==> src/rtl/sma_xover_pkg.sv <==
// ---------------------------------------------------------------------------
// sma_xover_pkg
//   Shared types and constants for the SMA crossover signal generator.
//   - xover_state_t : trading FSM states (WARMUP, FLAT, LONG, SHORT)
//   - cmp_t         : result of comparing the fast SMA against the slow SMA
//   - POS_*         : encodings driven on the 2-bit position output
//   - state_to_pos  : maps an FSM state onto the position encoding
// ---------------------------------------------------------------------------
package sma_xover_pkg;

    typedef enum logic [1:0] {
        WARMUP = 2'd0,
        FLAT   = 2'd1,
        LONG   = 2'd2,
        SHORT  = 2'd3
    } xover_state_t;

    typedef enum logic [1:0] {
        CMP_NONE  = 2'd0,
        CMP_ABOVE = 2'd1,
        CMP_BELOW = 2'd2
    } cmp_t;

    localparam logic [1:0] POS_FLAT  = 2'b00;
    localparam logic [1:0] POS_LONG  = 2'b01;
    localparam logic [1:0] POS_SHORT = 2'b10;

    // While warming up we hold no position, so WARMUP reports flat.
    function automatic logic [1:0] state_to_pos(input xover_state_t s);
        logic [1:0] p;
        case (s)
            LONG:    p = POS_LONG;
            SHORT:   p = POS_SHORT;
            default: p = POS_FLAT;
        endcase
        return p;
    endfunction

endpackage

==> src/rtl/xover_cmp.sv <==
// ---------------------------------------------------------------------------
// xover_cmp
//   Purely combinational comparison of the fast SMA against the slow SMA.
//   Both operands are zero-extended by two bits so that adding the
//   hysteresis threshold can never wrap.
//
//   Configuration macro: SMA_XOVER_HYST_EN
//     defined   : ABOVE iff fast >= slow + threshold,
//                 BELOW iff slow >= fast + threshold, else NONE
//     undefined : plain strict compare, threshold is ignored
//
// Ports
//   fast_in  in   data_width  fast SMA value (unsigned)
//   slow_in  in   data_width  slow SMA value (unsigned)
//   cmp_out  out  cmp_t       CMP_ABOVE / CMP_BELOW / CMP_NONE
// ---------------------------------------------------------------------------
module xover_cmp
    import sma_xover_pkg::*;
#(
    parameter int data_width = 8,
    parameter int threshold  = 2
) (
    input  logic [data_width-1:0] fast_in,
    input  logic [data_width-1:0] slow_in,
    output cmp_t                  cmp_out
);

    localparam int EXT_W = data_width + 2;

    logic [EXT_W-1:0] fast_ext;
    logic [EXT_W-1:0] slow_ext;

    assign fast_ext = {2'b00, fast_in};
    assign slow_ext = {2'b00, slow_in};

`ifdef SMA_XOVER_HYST_EN
    logic [EXT_W-1:0] thr_ext;
    assign thr_ext = EXT_W'(threshold);

    // Hysteresis band: the averages must separate by at least threshold
    // LSBs before we call a direction. With threshold=0 equal inputs would
    // satisfy both tests, so ABOVE is given priority.
    always_comb begin
        cmp_out = CMP_NONE;
        if (fast_ext >= slow_ext + thr_ext) begin
            cmp_out = CMP_ABOVE;
        end else if (slow_ext >= fast_ext + thr_ext) begin
            cmp_out = CMP_BELOW;
        end
    end
`else
    // Strict compare: any difference at all is a direction.
    always_comb begin
        cmp_out = CMP_NONE;
        if (fast_ext > slow_ext) begin
            cmp_out = CMP_ABOVE;
        end else if (fast_ext < slow_ext) begin
            cmp_out = CMP_BELOW;
        end
    end
`endif

endmodule

==> src/rtl/sma_crossover_signal.sv <==
// ---------------------------------------------------------------------------
// sma_crossover_signal
//   Turns a fast/slow moving-average pair into registered single-cycle buy
//   and sell pulses when the fast average crosses the slow one, and tracks
//   the resulting position. The first `warmup` valid samples after reset are
//   discarded, and after every trade `cooldown` valid samples are skipped to
//   suppress whipsaw. All outputs appear one cycle after the sample.
//
//   Configuration macro: SMA_XOVER_HYST_EN (enables the hysteresis band in
//   xover_cmp; see that file).
//
// Ports
//   clk        in   1           clock
//   rst        in   1           synchronous active-high reset
//   fast_in    in   data_width  fast SMA value
//   slow_in    in   data_width  slow SMA value
//   in_valid   in   1           fast_in/slow_in valid this cycle
//   buy        out  1           1-cycle pulse: enter long
//   sell       out  1           1-cycle pulse: enter short
//   position   out  2           00 flat, 01 long, 10 short
//   out_valid  out  1           registered copy of in_valid
// ---------------------------------------------------------------------------
module sma_crossover_signal
    import sma_xover_pkg::*;
#(
    parameter int data_width = 8,
    parameter int warmup     = 4,
    parameter int cooldown   = 3,
    parameter int threshold  = 2
) (
    input  logic                  clk,
    input  logic                  rst,
    input  logic [data_width-1:0] fast_in,
    input  logic [data_width-1:0] slow_in,
    input  logic                  in_valid,
    output logic                  buy,
    output logic                  sell,
    output logic [1:0]            position,
    output logic                  out_valid
);

    // A zero-length window still needs a 1-bit counter to stay legal.
    localparam int WU_W = (warmup   > 0) ? $clog2(warmup + 1)   : 1;
    localparam int CD_W = (cooldown > 0) ? $clog2(cooldown + 1) : 1;

    localparam logic [WU_W-1:0] WU_LAST  = (warmup > 0) ? WU_W'(warmup - 1) : '0;
    localparam logic [CD_W-1:0] CD_LOAD  = CD_W'(cooldown);

    // With no warm-up window the FSM leaves reset already in FLAT.
    localparam xover_state_t RESET_STATE = (warmup == 0) ? FLAT : WARMUP;

    xover_state_t    state_q,    state_d;
    logic [WU_W-1:0] warm_cnt_q, warm_cnt_d;
    logic [CD_W-1:0] cool_cnt_q, cool_cnt_d;

    logic            buy_q,       buy_d;
    logic            sell_q,      sell_d;
    logic [1:0]      position_q,  position_d;
    logic            out_valid_q, out_valid_d;

    cmp_t            cmp;

    xover_cmp #(
        .data_width (data_width),
        .threshold  (threshold)
    ) u_cmp (
        .fast_in (fast_in),
        .slow_in (slow_in),
        .cmp_out (cmp)
    );

    // State register and both counters. Reset puts everything back to the
    // start of the warm-up window regardless of what was in progress.
    always_ff @(posedge clk) begin
        if (rst) begin
            state_q    <= RESET_STATE;
            warm_cnt_q <= '0;
            cool_cnt_q <= '0;
        end else begin
            state_q    <= state_d;
            warm_cnt_q <= warm_cnt_d;
            cool_cnt_q <= cool_cnt_d;
        end
    end

    // Next-state logic. Nothing moves unless the current sample is valid.
    // In WARMUP the sample is only counted. Outside WARMUP an active
    // cooldown consumes the sample without looking at the compare result;
    // otherwise a crossing moves the FSM and re-arms the cooldown.
    always_comb begin
        state_d    = state_q;
        warm_cnt_d = warm_cnt_q;
        cool_cnt_d = cool_cnt_q;

        if (in_valid) begin
            if (state_q == WARMUP) begin
                warm_cnt_d = warm_cnt_q + 1'b1;
                if (warm_cnt_q == WU_LAST) begin
                    state_d = FLAT;
                end
            end else if (cool_cnt_q != '0) begin
                cool_cnt_d = cool_cnt_q - 1'b1;
            end else begin
                case (state_q)
                    FLAT: begin
                        if (cmp == CMP_ABOVE) begin
                            state_d    = LONG;
                            cool_cnt_d = CD_LOAD;
                        end else if (cmp == CMP_BELOW) begin
                            state_d    = SHORT;
                            cool_cnt_d = CD_LOAD;
                        end
                    end
                    LONG: begin
                        if (cmp == CMP_BELOW) begin
                            state_d    = SHORT;
                            cool_cnt_d = CD_LOAD;
                        end
                    end
                    SHORT: begin
                        if (cmp == CMP_ABOVE) begin
                            state_d    = LONG;
                            cool_cnt_d = CD_LOAD;
                        end
                    end
                    default: begin
                        state_d = state_q;
                    end
                endcase
            end
        end
    end

    // Output decode. LONG can only be entered through a buy and SHORT only
    // through a sell, so a pulse is simply "entering that state this sample".
    // Position follows the next state so it changes on the same edge as the
    // pulse that caused it.
    always_comb begin
        out_valid_d = in_valid;
        buy_d       = in_valid && (state_d == LONG)  && (state_q != LONG);
        sell_d      = in_valid && (state_d == SHORT) && (state_q != SHORT);
        position_d  = state_to_pos(state_d);
    end

    // Output registers give the fixed one-cycle latency; reset drops any
    // pulse that was about to be issued.
    always_ff @(posedge clk) begin
        if (rst) begin
            buy_q       <= 1'b0;
            sell_q      <= 1'b0;
            position_q  <= POS_FLAT;
            out_valid_q <= 1'b0;
        end else begin
            buy_q       <= buy_d;
            sell_q      <= sell_d;
            position_q  <= position_d;
            out_valid_q <= out_valid_d;
        end
    end

    assign buy       = buy_q;
    assign sell      = sell_q;
    assign position  = position_q;
    assign out_valid = out_valid_q;

endmodule

==> config.mk <==
export PLATFORM = sky130hd
export DESIGN_NAME = sma_crossover_signal
export DESIGN_NICKNAME = d
export VERILOG_FILES = /design/src/rtl/sma_xover_pkg.sv /design/src/rtl/xover_cmp.sv /design/src/rtl/sma_crossover_signal.sv
export SDC_FILE = /design/constraint.sdc
export NUM_CORES = 1
export LEC_CHECK = 0
export BUFFER_PORTS_ARGS = -buffer_cell sky130_fd_sc_hd__buf_2
export CORE_ASPECT_RATIO = 1.25
export CORE_MARGIN = 1
export CORE_UTILIZATION = 40
export DETAILED_ROUTE_END_ITERATION = 8
export SYNTH_ARGS = -nofsm -noshare
export SYNTH_HDL_FRONTEND = slang
export SYNTH_HIERARCHICAL = 1
export SYNTH_SLANG_ARGS = --single-unit
==> constraint.sdc <==
create_clock -name clk -period 4.6 [get_ports clk]
set_input_delay 0.46 -clock clk [delete_from_list [all_inputs] [get_ports clk]]
set_output_delay 0.46 -clock clk [all_outputs]
set_load 0.02 [all_outputs]
==> metrics.csv, run 1 <==
stage,metric,value,unit
clock_tree,h-tree-depth,1,
cells_and_area,layout-drive-gt1-share,0.315,
placement,gp_congestion,0.716,
floorplan,coreArea,1810,µm²
clock_tree,cts_tree,done,
floorplan,rows,17,
yosys,synthArstFlopShare,0,
pwr,power_leakage,0.466,nW
cells_and_area,fin_nets,138,
pwr,p_comb_frac,0.256,
timing,fin_crit_sh,0.428,
hold_path,min_from,rst,
clock_tree,clk_pin_slew,0.07,ns
route,drt-initial-drc-count,7,
placement,port_buffers,23,
global_routing,grt_max_degree,12,
outcome,outcome,"finished, final reports clean",
pwr,switchingPower,0.0000757,W
floorplan,start_util,0.440,
clock_tree,clock_latency,0.26,ns
placement,dp.cells,123,
route,detail_route.first_pass.iterations,2,
timing,fin_setup_tns,0,ns
clock_tree,hold_buffers,0,
job,drv_cap,0,
floorplan,dieHeight,51.9,µm
pwr,switching_share,0.279,
pwr,p_per_area,286,nW/µm²
clock_tree,cts_inserted_buffers,3,
cells_and_area,register_area,240,µm²
cells_and_area,nFillCells,173,
yosys,synth_seq_cells,12,
route,drc_errors,0,
setup_path,cp.required,4.81,ns
yosys,synth_top_area_frac,0.302,
pwr,ir_drop,296,µV
yosys,yosysSeqAreaShare,0.302,
route,num_vias,661,
yosys,synth_edf_count,0,
timing,min_period,1.97,ns
global_routing,grt_pass1_vias,569,
global_routing,grt_antenna_before_repair,0,
yosys,syn-num-nets,113,
cells_and_area,fin_cells,127,
setup_path,arrival,2.18,ns
timing,tightestPinTransition,0.444,ns
clock_tree,cts_resized,0,
cells_and_area,diodes,0,
cells_and_area,multi_input_area,494,µm²
global_routing,grt_usage,0.129,
timing,slew_headroom,0.703,
timing,max_freq,0.508,GHz
setup_path,start_kind,input port,
global_routing,grt_pass1_wl,2220,µm
route,routed_via_density,5.20,
floorplan,ios,24,
clock_tree,cts_max_path_buffers,2,
yosys,ys_top_cells_by_count,"dfxtp_1 (12), inv_1 (11), ha_1 (10)",
global_routing,grt_overflow,0,
timing,hold_viol,0,
timing,fin_skew,0.00210,ns
yosys,syn_area,796,µm²
yosys,synth_cells,84,
floorplan,die_w,41.9,µm
setup_path,r2r-start,state_q[0],
pwr,power.internal,0.000196,W
setup_path,critPathLaunch,slow_in[1],
route,postRouteAntennaNets,0,
cells_and_area,syn2layout_area_growth,19.5,%
setup_path,critPathKind,in -> reg,
clock_tree,cts-root-buf,clkbuf_4,
clock_tree,cts_sinks,12,
route,finalWirelength,1280,µm
hold_path,hold_class,in -> reg,
yosys,yosys.area.top_type,dfxtp_1,
setup_path,cp-end-kind,register,
yosys,yosysWarnings,6,
clock_tree,post_cts_buffers,0,
yosys,synth.most_common_cell,dfxtp_1,
route,wl_per_cell,10.1,µm
setup_path,critPathMaxFanout,5,
timing,finalSetupViolCount,0,
yosys,synthDistinctLibCells,35,
pwr,clockPowerShare,0.292,
yosys,ys.flop_type,dfxtp_1,
placement,dp_hpwl,1070,µm
floorplan,fp.dieArea,2170,µm²
pwr,seq_power_share,0.452,
yosys,netlist_top_cells_area,"dfxtp_1 (30%), ha_1 (16%), inv_1 (5.2%)",
timing,slew_violations,0,
timing,rsz0062_at_grt,false,
yosys,synth_area_per_cell,9.47,µm²
==> power groups by stage <==
stage | Clock, W | Combinational, W | Sequential, W
after floorplan | 0 | 0.0000595 | 0.000120
after global placement | 0 | 0.0000686 | 0.000125
after detailed placement | 0 | 0.0000700 | 0.000125
after CTS | 0.0000820 | 0.0000708 | 0.000123
after global routing | 0.0000854 | 0.0000798 | 0.000124
final | 0.0000792 | 0.0000696 | 0.000123
==> final cells by class <==
cell class	instances	share of cell area
timing repair buffer	23	0.121
clock buffer	4	0.0382
inverter	11	0.0434
sequential	12	0.253
multi-input combinational	58	0.520
tap	19	0.0250
==> metrics by stage <==
step	hold WS (ns)	worst slack, ns	util	cell area, µm²	total power [W]
floorplan	0.465	2.55	-	796	0.000180
global placement	0.483	2.38	0.506	915	0.000193
detailed placement	0.493	2.35	0.506	915	0.000195
CTS	0.495	2.61	0.526	951	0.000276
global route	0.503	2.52	0.526	951	0.000289
finish	0.492	2.63	0.526	951	0.000272
==> cell families after synthesis <==
| group | share of synthesized area |
|---|---|
| compound gates | 0.220 |
| simple gates | 0.198 |
| buf+inv | 0.0770 |
| flops | 0.302 |
| fa+ha+maj | 0.157 |
| xor+xnor | 0.0330 |
| mux | 0.0126 |
==> critical path, cell delays in order <==
cell,delay [ns]
buf_2,0.07
inv_1,0.03
ha_1,0.27
nor2b_1,0.16
o211ai_2,0.09
a21oi_2,0.14
o21ba_1,0.19
and4bb_1,0.25
a32oi_2,0.29
and4_1,0.22
==> final timing paths <==
check | end | slack, ns | cells past startpoint
worst min-delay path | state_q[0] | 0.49 | 2
worst max register to register | position[0] | 3.21 | 3
worst max-delay path | buy | 2.63 | 10
worst min register to register | warm_cnt_q[2] | 0.50 | 2
==> routing by layer <==
layer  wire, µm  global-route usage  vias to the layer above
li1           -                   -                      354
met1        599               0.156                      295
met2        618               0.219                       12
met3         60              0.0556                        0
met4          0              0.0161                        0
met5          0                   0                        -
==> flip-flops by register name (all words and copies together), names as in the netlist <==
name,flops
buy,1
warm_cnt_q,3
state_q,2
sell,1
out_valid,1
cool_cnt_q,2
position,2
==> layout by cell type, fill, tap and decap left out, types with 2 or more instances in the layout <==
cell | synthesis | routed
a211oi_1 | 2 | 2
a21oi_1 | 8 | 8
and4bb_1 | 2 | 2
buf_2 | 1 | 23
clkbuf_4 | 0 | 3
dfxtp_1 | 12 | 12
ha_1 | 10 | 10
inv_1 | 11 | 11
nand4_1 | 2 | 2
nor2_1 | 6 | 6
nor2b_1 | 3 | 3
o21ai_0 | 2 | 2
xor2_1 | 2 | 2
(Power assumes the default switching activity.)
==> run 2, diff against run 1 <==
--- a/config.mk
+++ b/config.mk
@@ -10,6 +10,7 @@
 export CORE_MARGIN = 1
 export CORE_UTILIZATION = 40
 export DETAILED_ROUTE_END_ITERATION = 8
+export PLACE_DENSITY = 0.67
 export SYNTH_ARGS = -nofsm -noshare
 export SYNTH_HDL_FRONTEND = slang
 export SYNTH_HIERARCHICAL = 1
==> constraint.sdc (replaced) <==
create_clock -name clk -period 1.8 [get_ports clk]
set_input_delay 0.18 -clock clk [delete_from_list [all_inputs] [get_ports clk]]
set_output_delay 0.18 -clock clk [all_outputs]
set_load 0.02 [all_outputs]
==> run 2 against run 1 <==
Net effect:
- final area grew 2.4%
- count of clock-buffer cells in the layout is the same
- hold slack lost 0.27 ns
- wire length grew 13%
- sequential share of layout area shrank 0.58 points
- sequential cell count is the same
- first-iteration DRC count grew 57%
- critical path type unchanged
- largest power group unchanged
==> metrics.csv, run 2 (synthesized netlist as in run 1, its figures left out) <==
stage,metric,value,unit
placement,post-place-ws,-0.190,ns
global_routing,grt_usage,0.165,
hold_path,min_from,rst,
floorplan,coreArea,1810,µm²
global_routing,grt_overflow,0,
clock_tree,h-tree-depth,1,
route,postRouteAntennaNets,0,
setup_path,cp.required,2.02,ns
setup_path,critPathMaxFanout,5,
route,drc_errors,0,
cells_and_area,largest-register,warm_cnt_q,
cells_and_area,most-common-layout-cells,"buf_2 (23), dfxtp_1 (12), inv_1 (11), ha_1 (10), a21oi_1 (8)",
pwr,p_total,0.000724,W
cells_and_area,multi_input_area,494,µm²
global_routing,grt_antenna_before_repair,0,
timing,worst_slack,0.146,ns
clock_tree,cts_tree,done,
setup_path,r2r-start,warm_cnt_q[0],
timing,slew_headroom,0.752,
placement,dp_hpwl,1130,µm
route,drt-initial-drc-count,11,
timing,fin_skew,0.00266,ns
clock_tree,cts_max_path_buffers,2,
cells_and_area,layout-drive-gt1-share,0.333,
job,drv_cap,0,
timing,whs,0.223,ns
setup_path,start_kind,input port,
clock_tree,clock_latency,0.28,ns
route,detail_route.first_pass.iterations,4,
timing,slew_violations,0,
placement,gp_congestion,0.793,
setup_path,critPathKind,in -> reg,
timing,hold_viol,0,
cells_and_area,register_area,240,µm²
route,finalWirelength,1440,µm
cells_and_area,syn2layout_area_growth,22.3,%
timing,fin_crit_sh,0.919,
clock_tree,cts-root-buf,clkbuf_4,
route,routed_via_density,5.22,
cells_and_area,layout_commonest_cell,buf_2,
floorplan,die_w,41.9,µm
cells_and_area,nFillCells,166,
clock_tree,cts_inserted_buffers,3,
placement,port_buffers,23,
floorplan,ios,24,
setup_path,r2r_end,position[0],
timing,finalSetupViolCount,0,
hold_path,hold_class,in -> reg,
timing,rsz0062_at_grt,false,
setup_path,critPathLaunch,slow_in[1],
pwr,p_per_area,743,nW/µm²
cells_and_area,fin_nets,141,
floorplan,fp.dieArea,2170,µm²
timing,max_freq,0.605,GHz
global_routing,grt_pass1_wl,2640,µm
floorplan,start_util,0.440,
setup_path,r2r_slack,0.51,ns
clock_tree,clk_pin_slew,0.08,ns
setup_path,arrival,1.88,ns
clock_tree,hold_buffers,0,
setup_path,r2r_cells,5,
setup_path,cp-end-kind,register,
outcome,outcome,"finished, final reports clean",
pwr,ir_drop,427,µV
route,num_vias,678,
global_routing,grt_pass1_vias,656,
hold_path,worstHoldEndpoint,state_q[1],
pwr,power_leakage,0.477,nW
clock_tree,cts_sinks,12,
hold_path,worstHoldPathCells,2,
floorplan,rows,17,
route,wl_per_cell,11.1,µm
cells_and_area,largest_reg_flops,3,
floorplan,dieHeight,51.9,µm
timing,tightestPinTransition,0.372,ns
timing,min_period,1.65,ns
cells_and_area,diodes,0,
global_routing,grt_max_degree,12,
-- run 2: cell types whose count changed in the layout (fill, tap and decap cells not counted) --
cell,before,now
buf_4,0,3
o21ai_0,2,1
o21ai_1,0,1
-- run 2: metrics by stage --
step / util / cells / cell area (µm²) / setup TNS [ns]
finish: 0.538 / 130 / 973 / 0
global route: 0.538 / 130 / 973 / 0
CTS: 0.538 / 130 / 973 / 0
detailed placement: 0.518 / 126 / 937 / -0.960
global placement: 0.518 / 126 / 937 / -0.663
floorplan: - / 84 / 796 / 0
-- run 2: worst max path at each step --
stage               slack [ns]  cells past startpoint           to
finish                    0.15                     10          buy
floorplan                 0.03                      9  position[0]
global route              0.03                      9          buy
global placement         -0.15                     10  position[0]
CTS                       0.10                     10  position[0]
detailed placement       -0.19                     10  position[0]
-- run 2: layout make-up --
cell class,instances,area share
clock buffers,4,0.0373
inverters,11,0.0424
multi-input cells,58,0.508
flip-flops and latches,12,0.247
well taps,19,0.0244
repair buffers,26,0.141
-- run 2: where the power goes --
group	total, W	switching, W	leakage (nW)	internal (W)
clock network	0.000217	0.0000934	0.0210	0.000123
logic	0.000205	0.000104	0.358	0.000101
registers	0.000302	0.0000147	0.0976	0.000287
total	0.000724	0.000212	0.477	0.000511
-- run 2: metal layers --
metal,vias to the layer above,wire length (µm),global-route usage
li1,355,-,-
met1,298,622,0.167
met2,21,698,0.289
met3,4,76,0.0521
met4,0,44,0.113
met5,-,0,0
-- run 2: worst max-delay path, cell delays in order --
cell,delay (ns)
buf_2,0.07
inv_1,0.03
ha_1,0.28
nor2b_1,0.16
o211ai_2,0.09
a21oi_2,0.14
o21ba_1,0.19
and4bb_1,0.25
a32oi_2,0.26
and4_1,0.22
-- run 2: what timing repair did --
item	CTS	global route
setup endpoints to repair	0	3
buffers inserted	0	0
resized for setup	0	1
==> run 3, diff against run 2 <==
--- a/config.mk
+++ b/config.mk
@@ -9,6 +9,7 @@
 export CORE_ASPECT_RATIO = 1.25
 export CORE_MARGIN = 1
 export CORE_UTILIZATION = 40
+export CTS_BUF_LIST = sky130_fd_sc_hd__clkbuf_8
 export DETAILED_ROUTE_END_ITERATION = 8
 export PLACE_DENSITY = 0.67
 export SYNTH_ARGS = -nofsm -noshare
==> run 3 against run 2 <==
Net effect:
- via count grew 0.59%
- first-iteration DRC count shrank 9.1%
- sequential power is essentially flat
- power grew 11%
- non-clock buffer count is the same
- critical path type unchanged
- largest cell class unchanged
- highest routed layer unchanged
==> metrics.csv, run 3 (synthesized netlist as in run 1, its figures left out) <==
stage,metric,value,unit
pwr,switchingPower,0.000221,W
setup_path,worstPathCellList,"buf_2, ha_1, nor2b_1, o211ai_2, a21oi_2, o21ba_2, and4bb_1, a32oi_2, and4bb_1",
pwr,power_leakage,0.482,nW
timing,hold_viol,0,
route,wl_per_cell,11.1,µm
global_routing,grt_overflow,0,
pwr,p_comb_frac,0.256,
timing,worst_slack,0.115,ns
placement,dp.cells,126,
setup_path,path_buf_inv,1,
timing,slew_headroom,0.750,
setup_path,start_kind,input port,
outcome,outcome,"finished, final reports clean",
setup_path,critPathMaxFanout,5,
clock_tree,h-tree-depth,1,
floorplan,coreArea,1810,µm²
cells_and_area,diodes,0,
clock_tree,cts_inserted_buffers,3,
pwr,p_per_area,810,nW/µm²
cells_and_area,most-common-layout-cells,"buf_2 (23), dfxtp_1 (12), inv_1 (11), ha_1 (10), a21oi_1 (8)",
clock_tree,cts_max_path_buffers,2,
route,postRouteAntennaNets,0,
timing,max_freq,0.593,GHz
route,detail_route.first_pass.iterations,4,
cells_and_area,largest-register,warm_cnt_q,
timing,min_period,1.69,ns
setup_path,critPathKind,in -> reg,
placement,place_area,937,µm²
global_routing,grt_antenna_before_repair,0,
timing,whs,0.259,ns
timing,fin_skew,0.00225,ns
floorplan,rows,17,
cells_and_area,stdcell_area,992,µm²
clock_tree,cts_sinks,12,
setup_path,r2r-start,warm_cnt_q[0],
hold_path,min_from,rst,
clock_tree,hold_buffers,0,
setup_path,slowest_stage,ha_1,
setup_path,cp.required,1.94,ns
route,drc_errors,0,
pwr,p_total,0.000804,W
setup_path,path_delay_family,simple AND/OR/NAND/NOR gates,
clock_tree,clk_pin_slew,0.05,ns
setup_path,max_stage_delay,0.29,ns
pwr,ir_drop,436,µV
job,drv_cap,0,
global_routing,grt_usage,0.163,
placement,port_buffers,23,
floorplan,die_w,41.9,µm
floorplan,ios,24,
clock_tree,post_cts_buffers,0,
pwr,seq_power_share,0.377,
clock_tree,cts-root-buf,clkbuf_8,
timing,tightestPinTransition,0.374,ns
clock_tree,cts_tree,done,
cells_and_area,layout_commonest_cell,buf_2,
floorplan,fp.dieArea,2170,µm²
timing,finalSetupViolCount,0,
pwr,power.internal,0.000583,W
setup_path,arrival,1.82,ns
placement,gp_congestion,0.793,
cells_and_area,fin_nets,141,
timing,rsz0062_at_grt,false,
floorplan,dieHeight,51.9,µm
pwr,clockPowerShare,0.368,
route,num_vias,682,
setup_path,path_common_cell,and4bb_1,
global_routing,grt_pass1_wl,2630,µm
cells_and_area,largest_reg_flops,3,
cells_and_area,syn2layout_area_growth,24.7,%
global_routing,grt_max_degree,12,
timing,slew_violations,0,
placement,dp_hpwl,1130,µm
placement,post-place-ws,-0.190,ns
setup_path,cp-end-kind,register,
clock_tree,clock_latency,0.24,ns
route,drt-initial-drc-count,10,
pwr,switching_share,0.275,
cells_and_area,fin_cells,130,
hold_path,hold_class,in -> reg,
route,finalWirelength,1450,µm
floorplan,start_util,0.440,
setup_path,critPathLaunch,fast_in[1],
cells_and_area,layout-drive-gt1-share,0.342,
global_routing,grt_pass1_vias,655,
route,routed_via_density,5.25,
timing,fin_crit_sh,0.936,
[run 3: metrics by stage]
step | util | TNS, ns
floorplan | - | 0
global placement | 0.518 | -0.663
detailed placement | 0.518 | -0.960
CTS | 0.549 | 0
global route | 0.549 | 0
finish | 0.549 | 0
[run 3: worst register-to-register path, stage by stage (launching register included)]
cell and delay [ns]:
dfxtp_1 0.32, ha_1 0.20, ha_1 0.17, and3b_1 0.20, o21bai_4 0.15, and4bb_1 0.20
[run 3: final timing paths]
check	end	slack [ns]	depth (start not counted)
worst min-delay path	state_q[1]	0.26	2
worst min register to register	warm_cnt_q[2]	0.50	2
worst max register to register	position[0]	0.51	5
worst max-delay path	position[0]	0.11	9
[run 3: power by group through the flow]
stage	registers (W)	logic (W)	clock network, W
floorplan	0.000307	0.000152	0
global placement	0.000307	0.000198	0
detailed placement	0.000308	0.000206	0
CTS	0.000303	0.000207	0.000302
global route	0.000305	0.000234	0.000315
finish	0.000303	0.000206	0.000296
[run 3: cell type report]
type                            instances  area, µm²
Tap cell                               19       23.8
Multi-Input combinational cell         58        494
Fill cell                             162        816
Inverter                               11       41.3
Clock buffer                            4       55.1
Sequential cell                        12        240
Timing Repair Buffer                   26        138
[run 3: metal layers]
metal  wire length (µm)  vias to the layer above  GRT usage
li1                   -                      355          -
met1                649                      307      0.167
met2                706                       16      0.289
met3                 61                        4     0.0417
met4                 32                        0      0.113
met5                  0                        -          0
[run 3: repair_timing]
action | 4_1_cts | 5_1_grt
setup endpoints to repair | 0 | 5
hold endpoints to repair | 0 | 0
resized for setup | 0 | 2
